===== src/rtl/pid_pkg.sv =====
// pid_pkg: shared widths, sequencer state encoding and saturation helpers
// for the two-axis incremental-PID scheduler.
//   E_W : error / coordinate width (signed)
//   G_W : gain width (unsigned)
//   U_W : accumulated servo command width (signed)
package pid_pkg;

   localparam int E_W = 10;
   localparam int G_W = 4;
   localparam int U_W = 15;

   typedef enum logic [2:0] {
      ST_IDLE   = 3'd0,
      ST_LOAD_X = 3'd1,
      ST_ACC_X  = 3'd2,
      ST_LOAD_Y = 3'd3,
      ST_ACC_Y  = 3'd4,
      ST_DONE   = 3'd5
   } pid_state_t;

   // 11-bit signed -> 10-bit signed. Overflow shows up as the two top bits
   // disagreeing; the sign bit tells which rail to clamp to.
   function automatic logic signed [E_W-1:0] sat_err(input logic signed [E_W:0] v);
      logic signed [E_W-1:0] r;
      if (v[E_W] != v[E_W-1])
         r = v[E_W] ? {1'b1, {(E_W-1){1'b0}}} : {1'b0, {(E_W-1){1'b1}}};
      else
         r = v[E_W-1:0];
      return r;
   endfunction

   // 16-bit signed -> 15-bit signed, same overflow rule as sat_err.
   function automatic logic signed [U_W-1:0] sat_u(input logic signed [U_W:0] v);
      logic signed [U_W-1:0] r;
      if (v[U_W] != v[U_W-1])
         r = v[U_W] ? {1'b1, {(U_W-1){1'b0}}} : {1'b0, {(U_W-1){1'b1}}};
      else
         r = v[U_W-1:0];
      return r;
   endfunction

endpackage


===== src/rtl/pid_sample_tick.sv =====
// pid_sample_tick: control-rate divider. Counts 0..SAMPLE_DIV-1 and raises
// tick for the single cycle spent at SAMPLE_DIV-1, then wraps.
//   clk   : system clock
//   rst_n : synchronous active-low reset (counter -> 0)
//   tick  : one-cycle sample strobe
module pid_sample_tick #(
   parameter int SAMPLE_DIV = 1_000_000
) (
   input  logic clk,
   input  logic rst_n,
   output logic tick
);

   localparam int CNT_W = $clog2(SAMPLE_DIV);
   localparam logic [CNT_W-1:0] LAST = CNT_W'(SAMPLE_DIV - 1);

   logic [CNT_W-1:0] count_reg;

   assign tick = (count_reg == LAST);

   always_ff @(posedge clk) begin
      if (!rst_n)
         count_reg <= '0;
      else if (tick)
         count_reg <= '0;
      else
         count_reg <= count_reg + CNT_W'(1);
   end

endmodule


===== src/rtl/pid_axis_sched.sv =====
// pid_axis_sched: shares one external combinational incremental-PID unit
// between the pan (X) and tilt (Y) gimbal axes.
//   clk, rst_n              : clock, synchronous active-low reset
//   coord_valid, x/y_pos    : centroid from the ball finder (latched on pulse)
//   target_x/y              : setpoints
//   kp/ki/kd_x, kp/ki/kd_y  : per-axis gains, read only while that axis accumulates
//   inc_ek0..2, inc_kp..kd  : operands to the increment unit (0 when unused)
//   inc_d_uk                : increment result, same cycle
//   pan_u, tilt_u, u_valid  : saturated commands and their update strobe
//   busy, overrun           : sequencer active; sticky tick-while-busy flag
module pid_axis_sched
   import pid_pkg::*;
#(
   parameter int SAMPLE_DIV = 1_000_000,
   parameter int U_MAX      = 16383,
   parameter int U_MIN      = -16384
) (
   input  logic                  clk,
   input  logic                  rst_n,
   input  logic                  coord_valid,
   input  logic signed [E_W-1:0] x_pos,
   input  logic signed [E_W-1:0] y_pos,
   input  logic signed [E_W-1:0] target_x,
   input  logic signed [E_W-1:0] target_y,
   input  logic [G_W-1:0]        kp_x,
   input  logic [G_W-1:0]        ki_x,
   input  logic [G_W-1:0]        kd_x,
   input  logic [G_W-1:0]        kp_y,
   input  logic [G_W-1:0]        ki_y,
   input  logic [G_W-1:0]        kd_y,
   output logic signed [E_W-1:0] inc_ek0,
   output logic signed [E_W-1:0] inc_ek1,
   output logic signed [E_W-1:0] inc_ek2,
   output logic [G_W-1:0]        inc_kp,
   output logic [G_W-1:0]        inc_ki,
   output logic [G_W-1:0]        inc_kd,
   input  logic signed [U_W-1:0] inc_d_uk,
   output logic signed [U_W-1:0] pan_u,
   output logic signed [U_W-1:0] tilt_u,
   output logic                  u_valid,
   output logic                  busy,
   output logic                  overrun
);

   pid_state_t state_reg, state_next;
   logic       tick;
   logic       start;
   logic       fresh_reg, u_valid_reg, overrun_reg;
   logic [1:0] load_en, acc_en;   // index 0 = X, 1 = Y

   logic signed [E_W-1:0] pos [2];
   logic signed [E_W-1:0] tgt [2];

   assign pos[0] = x_pos;
   assign pos[1] = y_pos;
   assign tgt[0] = target_x;
   assign tgt[1] = target_y;

   pid_sample_tick #(.SAMPLE_DIV(SAMPLE_DIV)) u_tick (
      .clk   (clk),
      .rst_n (rst_n),
      .tick  (tick)
   );

   // A coordinate arriving on the tick cycle counts as fresh for this sample.
   assign start = (state_reg == ST_IDLE) && tick && (fresh_reg || coord_valid);

   always_ff @(posedge clk) begin
      if (!rst_n) begin
         state_reg   <= ST_IDLE;
         fresh_reg   <= 1'b0;
         u_valid_reg <= 1'b0;
         overrun_reg <= 1'b0;
      end else begin
         state_reg   <= state_next;
         // start consumes any coordinate, including one arriving this cycle
         if (start)
            fresh_reg <= 1'b0;
         else if (coord_valid)
            fresh_reg <= 1'b1;
         // registered so the strobe lines up with the DONE cycle
         u_valid_reg <= (state_reg == ST_ACC_Y);
         if (tick && (state_reg != ST_IDLE))
            overrun_reg <= 1'b1;
      end
   end

   always_comb begin
      state_next = state_reg;
      load_en    = 2'b00;
      acc_en     = 2'b00;
      case (state_reg)
         ST_IDLE:   if (start) state_next = ST_LOAD_X;
         ST_LOAD_X: begin load_en[0] = 1'b1; state_next = ST_ACC_X;  end
         ST_ACC_X:  begin acc_en[0]  = 1'b1; state_next = ST_LOAD_Y; end
         ST_LOAD_Y: begin load_en[1] = 1'b1; state_next = ST_ACC_Y;  end
         ST_ACC_Y:  begin acc_en[1]  = 1'b1; state_next = ST_DONE;   end
         ST_DONE:   state_next = ST_IDLE;
         default:   state_next = ST_IDLE;
      endcase
   end

   // Per-axis datapath: shadow/snapshot, error history, accumulated command.
   for (genvar gi = 0; gi < 2; gi++) begin : g_axis
      logic signed [E_W-1:0] shadow_reg, snap_reg, ek0_reg, ek1_reg, ek2_reg;
      logic signed [U_W-1:0] u_reg;
      logic signed [E_W:0]   err_diff;
      logic signed [U_W:0]   u_sum;
      logic signed [U_W-1:0] u_next;

      assign err_diff = {tgt[gi][E_W-1], tgt[gi]} - {snap_reg[E_W-1], snap_reg};
      assign u_sum    = {u_reg[U_W-1], u_reg} + {inc_d_uk[U_W-1], inc_d_uk};

      // Width saturation first, then the (possibly narrower) configured rails.
      always_comb begin
         u_next = sat_u(u_sum);
         if (u_next > U_MAX)
            u_next = U_W'(U_MAX);
         else if (u_next < U_MIN)
            u_next = U_W'(U_MIN);
      end

      always_ff @(posedge clk) begin
         if (!rst_n) begin
            shadow_reg <= '0;
            snap_reg   <= '0;
            ek0_reg    <= '0;
            ek1_reg    <= '0;
            ek2_reg    <= '0;
            u_reg      <= '0;
         end else begin
            if (coord_valid)
               shadow_reg <= pos[gi];
            if (start)
               snap_reg <= coord_valid ? pos[gi] : shadow_reg;
            if (load_en[gi])
               ek0_reg <= sat_err(err_diff);
            if (acc_en[gi]) begin
               u_reg   <= u_next;
               ek2_reg <= ek1_reg;
               ek1_reg <= ek0_reg;
            end
         end
      end
   end

   // Increment-unit operand mux; idle operands are held at zero.
   always_comb begin
      inc_ek0 = '0;
      inc_ek1 = '0;
      inc_ek2 = '0;
      inc_kp  = '0;
      inc_ki  = '0;
      inc_kd  = '0;
      if (state_reg == ST_ACC_X) begin
         inc_ek0 = g_axis[0].ek0_reg;
         inc_ek1 = g_axis[0].ek1_reg;
         inc_ek2 = g_axis[0].ek2_reg;
         inc_kp  = kp_x;
         inc_ki  = ki_x;
         inc_kd  = kd_x;
      end else if (state_reg == ST_ACC_Y) begin
         inc_ek0 = g_axis[1].ek0_reg;
         inc_ek1 = g_axis[1].ek1_reg;
         inc_ek2 = g_axis[1].ek2_reg;
         inc_kp  = kp_y;
         inc_ki  = ki_y;
         inc_kd  = kd_y;
      end
   end

   assign pan_u   = g_axis[0].u_reg;
   assign tilt_u  = g_axis[1].u_reg;
   assign u_valid = u_valid_reg;
   assign busy    = (state_reg != ST_IDLE);
   assign overrun = overrun_reg;

endmodule


===== config.mk =====
export PLATFORM = sky130hd
export DESIGN_NAME = pid_axis_sched
export DESIGN_NICKNAME = d
export VERILOG_FILES = /design/src/rtl/pid_pkg.sv /design/src/rtl/pid_sample_tick.sv /design/src/rtl/pid_axis_sched.sv
export SDC_FILE = /design/constraint.sdc
export NUM_CORES = 1
export LEC_CHECK = 0
export BUFFER_PORTS_ARGS = -buffer_cell sky130_fd_sc_hd__buf_2
export CAP_MARGIN = 20
export CORE_ASPECT_RATIO = 0.6
export CORE_MARGIN = 3
export CORE_UTILIZATION = 57
export CTS_CLUSTER_SIZE = 24
export DETAILED_ROUTE_END_ITERATION = 6
export PLACE_DENSITY = 0.82
export SYNTH_ARGS = -nofsm -noshare
export SYNTH_HDL_FRONTEND = slang
export SYNTH_HIERARCHICAL = 1
export SYNTH_SLANG_ARGS = --single-unit

===== constraint.sdc =====
create_clock -name clk -period 3.9 [get_ports clk]
set_input_delay 0.39 -clock clk [delete_from_list [all_inputs] [get_ports clk]]
set_output_delay 0.39 -clock clk [all_outputs]
set_load 0.005 [all_outputs]

==> impl_metrics.ini, run 1 <==
[detailed_routing]
antenna_left = 0
drt_iter0_markers = 997
vias = 8722
post-route-drc-count = 0
vias_per_cell = 6.05
dr.pass1.iters = 5
wl_per_cell_um = 17.4
postRouteWirelength_um = 25100

[place]
placed_area_um2 = 9820
port_buffers = 156
gp_congestion = 0.934
dpl.hpwl_um = 18400

[grt]
grt_overflow = 0
antenna_found_initial = 0
grt_util_met2_pct = 39.9
grt_usage_pct = 28.4
grt-busiest-layer = met1
grt_pass1_wl_um = 39900
grt_util_met1_pct = 43.7
grt_pass1_vias = 7734
met3_usage_pct = 7.89
grt_max_degree = 55

[final_layout]
seq_area_um2 = 3120
multi_input_area_um2 = 5460
diodes = 0
layout-drive-gt1-share_pct = 18.9
fill_cells = 1206
area_growth_pct = 16.6
finalInstanceArea_um2 = 10400
nets = 1370

[min_path]
holdCritStartpoint = y_pos[7]
hold_class = in -> reg

[logic_synthesis]
ys_seq_area_share_pct = 35.0
syn_area_um2 = 8930
synth_nets = 1243
synthCells = 1104
synth_cell_types = 79
syn_area_per_cell_um2 = 8.09
synthArstFlopShare_pct = 0
synth.yosys.warnings = 6
synthFlopType = dfxtp_1
ys_ff_latch = 156
synth_edf_count = 0

[pwr]
vdd_ir_drop_max_uv = 262
pwr-share-clk_pct = 45.6
p_int_mw = 2.68
power_frac_seq_pct = 44.1
power_density_nw_per_um2 = 351
comb_power_share_pct = 10.3
p_switching_uw = 980
swShare_pct = 26.8
p_leak_nw = 4.50

[floorplanning]
rows = 34
io_pins = 157
core_area_um2 = 14900
start_util_pct = 60.0
fp.dieH_um = 103
dieArea_um2 = 17300
fp.dieW_um = 168

[outcome]
outcome = completed

[timing]
finalSetupViolCount = 0
tns_ps = 0
finalHoldViolCount = 0
fmax_ghz = 0.287
max_slew_margin_pct = 30.6
rsz0062_at_grt = no
fin_crit_sh_pct = 89.2
worst_pin_slew_ps = 1040
fin_worst_skew_ps = 14.9
whs_ps = 230
period_minus_slack_ps = 3480
slew_viol_final = 0

[clocking]
insertion_delay_ps = 420
path_clk_slew_ps = 70
clockBufferDepth = 2
clk_root_buffer_cell = clkbuf_16
cts-resized-gates = 0
cts.sinks = 156
cts_buffers = 17
cts_tree = done
htree_levels = 4
cts_setup_buffers = 0
ctsHoldBuffers = 0

[setup_path]
path_max_fanout = 6
r2r_start = pan_u[0]
criticalPathCategory = reg -> reg
startpoint = pan_u[0]
required_ps = 4210
start_kind = register
cp_data_arrival_time_ps = 3780
crit_path_end_kind = register

[run]
maxCapViolCount = 0
==> cell families after synthesis <==
group | Yosys count | synth area share, %
compound gates | 352 | 25.5
mux | 26 | 2.91
buf+inv | 95 | 4.13
xor+xnor | 37 | 3.63
flops | 156 | 35.0
fa+ha+maj | 65 | 9.23
simple gates | 373 | 19.6
==> metal layers <==
layer / routed length, um / part of all wire [%]
met5: 0 / 0
met2: 10000 / 40
met3: 2400 / 9.5
met1: 12500 / 50
met4: 252 / 1.0
==> through the flow <==
step                      setup slack (ps)  util [%]  cells  power (mW)
after floorplan                        437         -   1104        1.90
after global placement                 350      66.0   1410        2.01
after detailed placement               252      66.0   1410        2.01
after CTS                              458      69.9   1442        3.67
after global routing                   215      69.9   1442        3.78
final                                  421      69.9   1442        3.66
==> critical path, stage by stage, from the launching register on <==
cell      delay, ps
dfxtp_1         320
ha_1            230
fa_1            430
a211o_1         350
a21oi_2         200
a211oi_1        140
and4_1          230
or3b_2          470
ha_1            370
clkinv_1        220
nand3_1         210
nand2b_1        140
o211ai_1         80
==> layout make-up <==
cell class                 instances  area share [%]
sequential                       156            30.0
tap                              198            2.38
multi-input combinational        853            52.4
inverter                          38            1.37
clock buffer                      18            4.22
timing repair buffer             165            8.15
clock inverter                    14            1.48
==> cell usage after synthesis, types with 4 or more instances <==
cell | number | area share (%)
o211ai_1 | 8 | 0.67
ha_1 | 53 | 7.4
buf_1 | 4 | 0.17
dfxtp_1 | 156 | 35
a211oi_1 | 31 | 2.6
nand3_1 | 34 | 1.9
or2_2 | 5 | 0.35
fa_1 | 4 | 0.90
o31ai_1 | 8 | 0.67
nor3_1 | 17 | 0.95
inv_1 | 36 | 1.5
xnor2_1 | 23 | 2.3
nand4_1 | 8 | 0.56
o21ai_0 | 73 | 4.1
clkbuf_1 | 48 | 2.0
and2_1 | 6 | 0.42
o31a_1 | 5 | 0.49
o21a_1 | 10 | 0.84
nand2b_1 | 6 | 0.42
a22o_1 | 25 | 2.5
xor2_1 | 14 | 1.4
a21o_1 | 10 | 0.84
mux2i_1 | 26 | 2.9
a31oi_1 | 11 | 0.77
a211o_1 | 5 | 0.49
nor2b_1 | 7 | 0.49
maj3_1 | 7 | 0.78
nand2_1 | 145 | 6.1
buf_2 | 4 | 0.22
or3_1 | 11 | 0.77
a21oi_1 | 118 | 6.6
a2111oi_0 | 6 | 0.59
nor2_1 | 97 | 4.1
o21bai_1 | 5 | 0.42
nor4_1 | 6 | 0.42
==> power groups by stage <==
stage	clock, mW	combinational [mW]	sequential, mW
floorplan	0	0.250	1.65
global placement	0	0.358	1.65
detailed placement	0	0.363	1.65
CTS	1.68	0.367	1.61
global route	1.75	0.414	1.62
finish	1.67	0.376	1.61
==> final timing paths <==
check / slack [ps] / depth (start not counted) / end
worst min-delay path: 230 / 3 / g_axis[1].shadow_reg[7]
worst min register to register: 450 / 2 / g_axis[0].ek2_reg[2]
worst max-delay path: 420 / 12 / pan_u[11]
worst max register to register: 420 / 12 / pan_u[11]
==> cell usage in the layout, fill, tap and decap left out, types with 11 or more instances in the layout <==
master	n
dfxtp_1	156
buf_2	156
nand2_1	145
a21oi_1	118
nor2_1	97
o21ai_0	73
ha_1	53
inv_1	36
nand3_1	34
a211oi_1	31
mux2i_1	26
a22o_1	25
xnor2_1	23
nor3_1	17
clkbuf_16	17
xor2_1	14
a31oi_1	11
or3_1	11
(Power assumes the default switching activity.)
==> run 2, diff against run 1 <==
--- a/config.mk
+++ b/config.mk
@@ -7,12 +7,14 @@
 export LEC_CHECK = 0
 export BUFFER_PORTS_ARGS = -buffer_cell sky130_fd_sc_hd__buf_2
 export CAP_MARGIN = 20
+export CELL_PAD_IN_SITES_DETAIL_PLACEMENT = 0
+export CELL_PAD_IN_SITES_GLOBAL_PLACEMENT = 2
 export CORE_ASPECT_RATIO = 0.6
 export CORE_MARGIN = 3
-export CORE_UTILIZATION = 57
+export CORE_UTILIZATION = 33
 export CTS_CLUSTER_SIZE = 24
 export DETAILED_ROUTE_END_ITERATION = 6
-export PLACE_DENSITY = 0.82
+export PLACE_DENSITY = 0.81
 export SYNTH_ARGS = -nofsm -noshare
 export SYNTH_HDL_FRONTEND = slang
 export SYNTH_HIERARCHICAL = 1
==> run 2 against run 1 <==
Against the previous run:
- count of clock-buffer cells in the layout up 4
- wire length up 6.7%
- sequential share of layout area down 0.61 points
- total power down 0.95%
- non-clock buffer count up 5
- clock power down 2%
- sequential power about the same
- combinational power about the same
- clock skew down 5.9 ps
- first-iteration DRC count down 35%
- via count down 3.5%
- critical path depth unchanged
- critical endpoint is now pan_u[4]
==> impl_metrics.ini, run 2 (same netlist as run 1, synthesis figures left out) <==
[setup_path]
cp_data_arrival_time_ps = 3750
crit_path_end_kind = register
path_delay_family = adder cells
worstPathBufferInverterCount = 2
required_ps = 4230
path_max_fanout = 7
start_kind = register
crit_chain = ha_1 -> fa_1 -> a211o_1 -> a21oi_2 -> a211oi_1 -> and4_1 -> or3b_2 -> ha_1 -> buf_4 -> a21oi_1 -> buf_4 -> a21oi_1
cpPeakStageDelay_ps = 460
cp_slowest_cell = or3b_2
criticalPathCategory = reg -> reg

[timing]
period_minus_slack_ps = 3420
finalSetupViolCount = 0
worst_slack_ps = 475
finalHoldViolCount = 0
max_slew_margin_pct = 42.3
slew_viol_final = 0
worst_pin_slew_ps = 860
fin_worst_skew_ps = 9.05
rsz0062_at_grt = no
fmax_ghz = 0.292
tns_ps = 0
fin_crit_sh_pct = 87.8

[run]
maxCapViolCount = 0

[final_layout]
layout_common_cells = dfxtp_1, buf_2, nand2_1
final_util_pct = 41.0
fill_cells = 2728
seq_area_um2 = 3120
diodes = 0
area_growth_pct = 19.0
layout-drive-gt1-share_pct = 18.9
instances_no_fill = 1601
multi_input_area_um2 = 5460
nets = 1375

[grt]
grt_pass1_wl_um = 42700
grt_overflow = 0
grt_usage_pct = 18.5
grt_max_degree = 46
grt_pass1_vias = 7858
grt_util_met1_pct = 29.0
antenna_found_initial = 0
grt-busiest-layer = met1
met3_usage_pct = 4.63
grt_util_met2_pct = 25.1

[min_path]
hold_class = in -> reg

[detailed_routing]
postRouteWirelength_um = 26800
vias = 8420
post-route-drc-count = 0
wl_per_cell_um = 16.7
antenna_left = 0
vias_per_cell = 5.26
drt_iter0_markers = 644
dr.pass1.iters = 5

[floorplanning]
io_pins = 157
core_area_um2 = 26000
fp.dieW_um = 218
dieArea_um2 = 29100
start_util_pct = 34.4
fp.dieH_um = 133
rows = 45

[clocking]
htree_levels = 4
clk_root_buffer_cell = clkbuf_16
cts_setup_buffers = 0
path_clk_slew_ps = 70
cts-resized-gates = 0
cts.sinks = 156
ctsHoldBuffers = 0
cts_tree = done
cts_buffers = 17
clockBufferDepth = 2
insertion_delay_ps = 440

[pwr]
p_leak_nw = 4.52
vdd_ir_drop_max_uv = 259
power_density_nw_per_um2 = 341
finalPower_mw = 3.62

[place]
port_buffers = 156
gp_congestion = 0.852
dpl.hpwl_um = 20100
place_inst = 1568
dp_slack_ps = 275

[outcome]
outcome = completed
[run 2: per-stage QoR]
stage	hold slack, ps	area [um2]
after floorplan	426	8930
after global placement	444	10000
after detailed placement	448	10000
after CTS	187	10600
after global routing	211	10600
final	207	10600
[run 2: where the power goes]
| group | total [mW] | internal [mW] | switching (mW) |
|---|---|---|---|
| registers | 1.61 | 1.61 | 0.00572 |
| clock network | 1.63 | 0.906 | 0.728 |
| logic | 0.375 | 0.148 | 0.227 |
[run 2: worst register-to-register path, cell delays in order, from the launching register on]
cell and delay (ps):
dfxtp_1 330, ha_1 240, fa_1 440, a211o_1 350, a21oi_2 180, a211oi_1 140
and4_1 230, or3b_2 460, ha_1 320, buf_4 170, a21oi_1 180, buf_4 200
a21oi_1 70
[run 2: final cells by class]
cell class                      instances  area share [%]
Tap cell                              352            4.14
Timing Repair Buffer                  170            8.52
Clock inverter                         10            1.00
Inverter                               38            1.34
Clock buffer                           22            4.27
Multi-Input combinational cell        853            51.3
Sequential cell                       156            29.4
[run 2: path summary, 6_finish.rpt]
kind                        start                       to  slack, ps  cells after the start
max                      pan_u[0]                 pan_u[4]        480                     12
min                      y_pos[7]  g_axis[1].shadow_reg[7]        210                      3
max reg2reg              pan_u[0]                 pan_u[4]        480                     12
min reg2reg  g_axis[0].ek2_reg[2]     g_axis[0].ek2_reg[2]        450                      2
[run 2: layer usage]
| layer | vias to the layer above | share of wire, % |
|---|---|---|
| met5 | - | 0 |
| met4 | 0 | 0.67 |
| met2 | 154 | 40 |
| met1 | 3982 | 54 |
| met3 | 16 | 4.8 |
| li1 | 4268 | - |
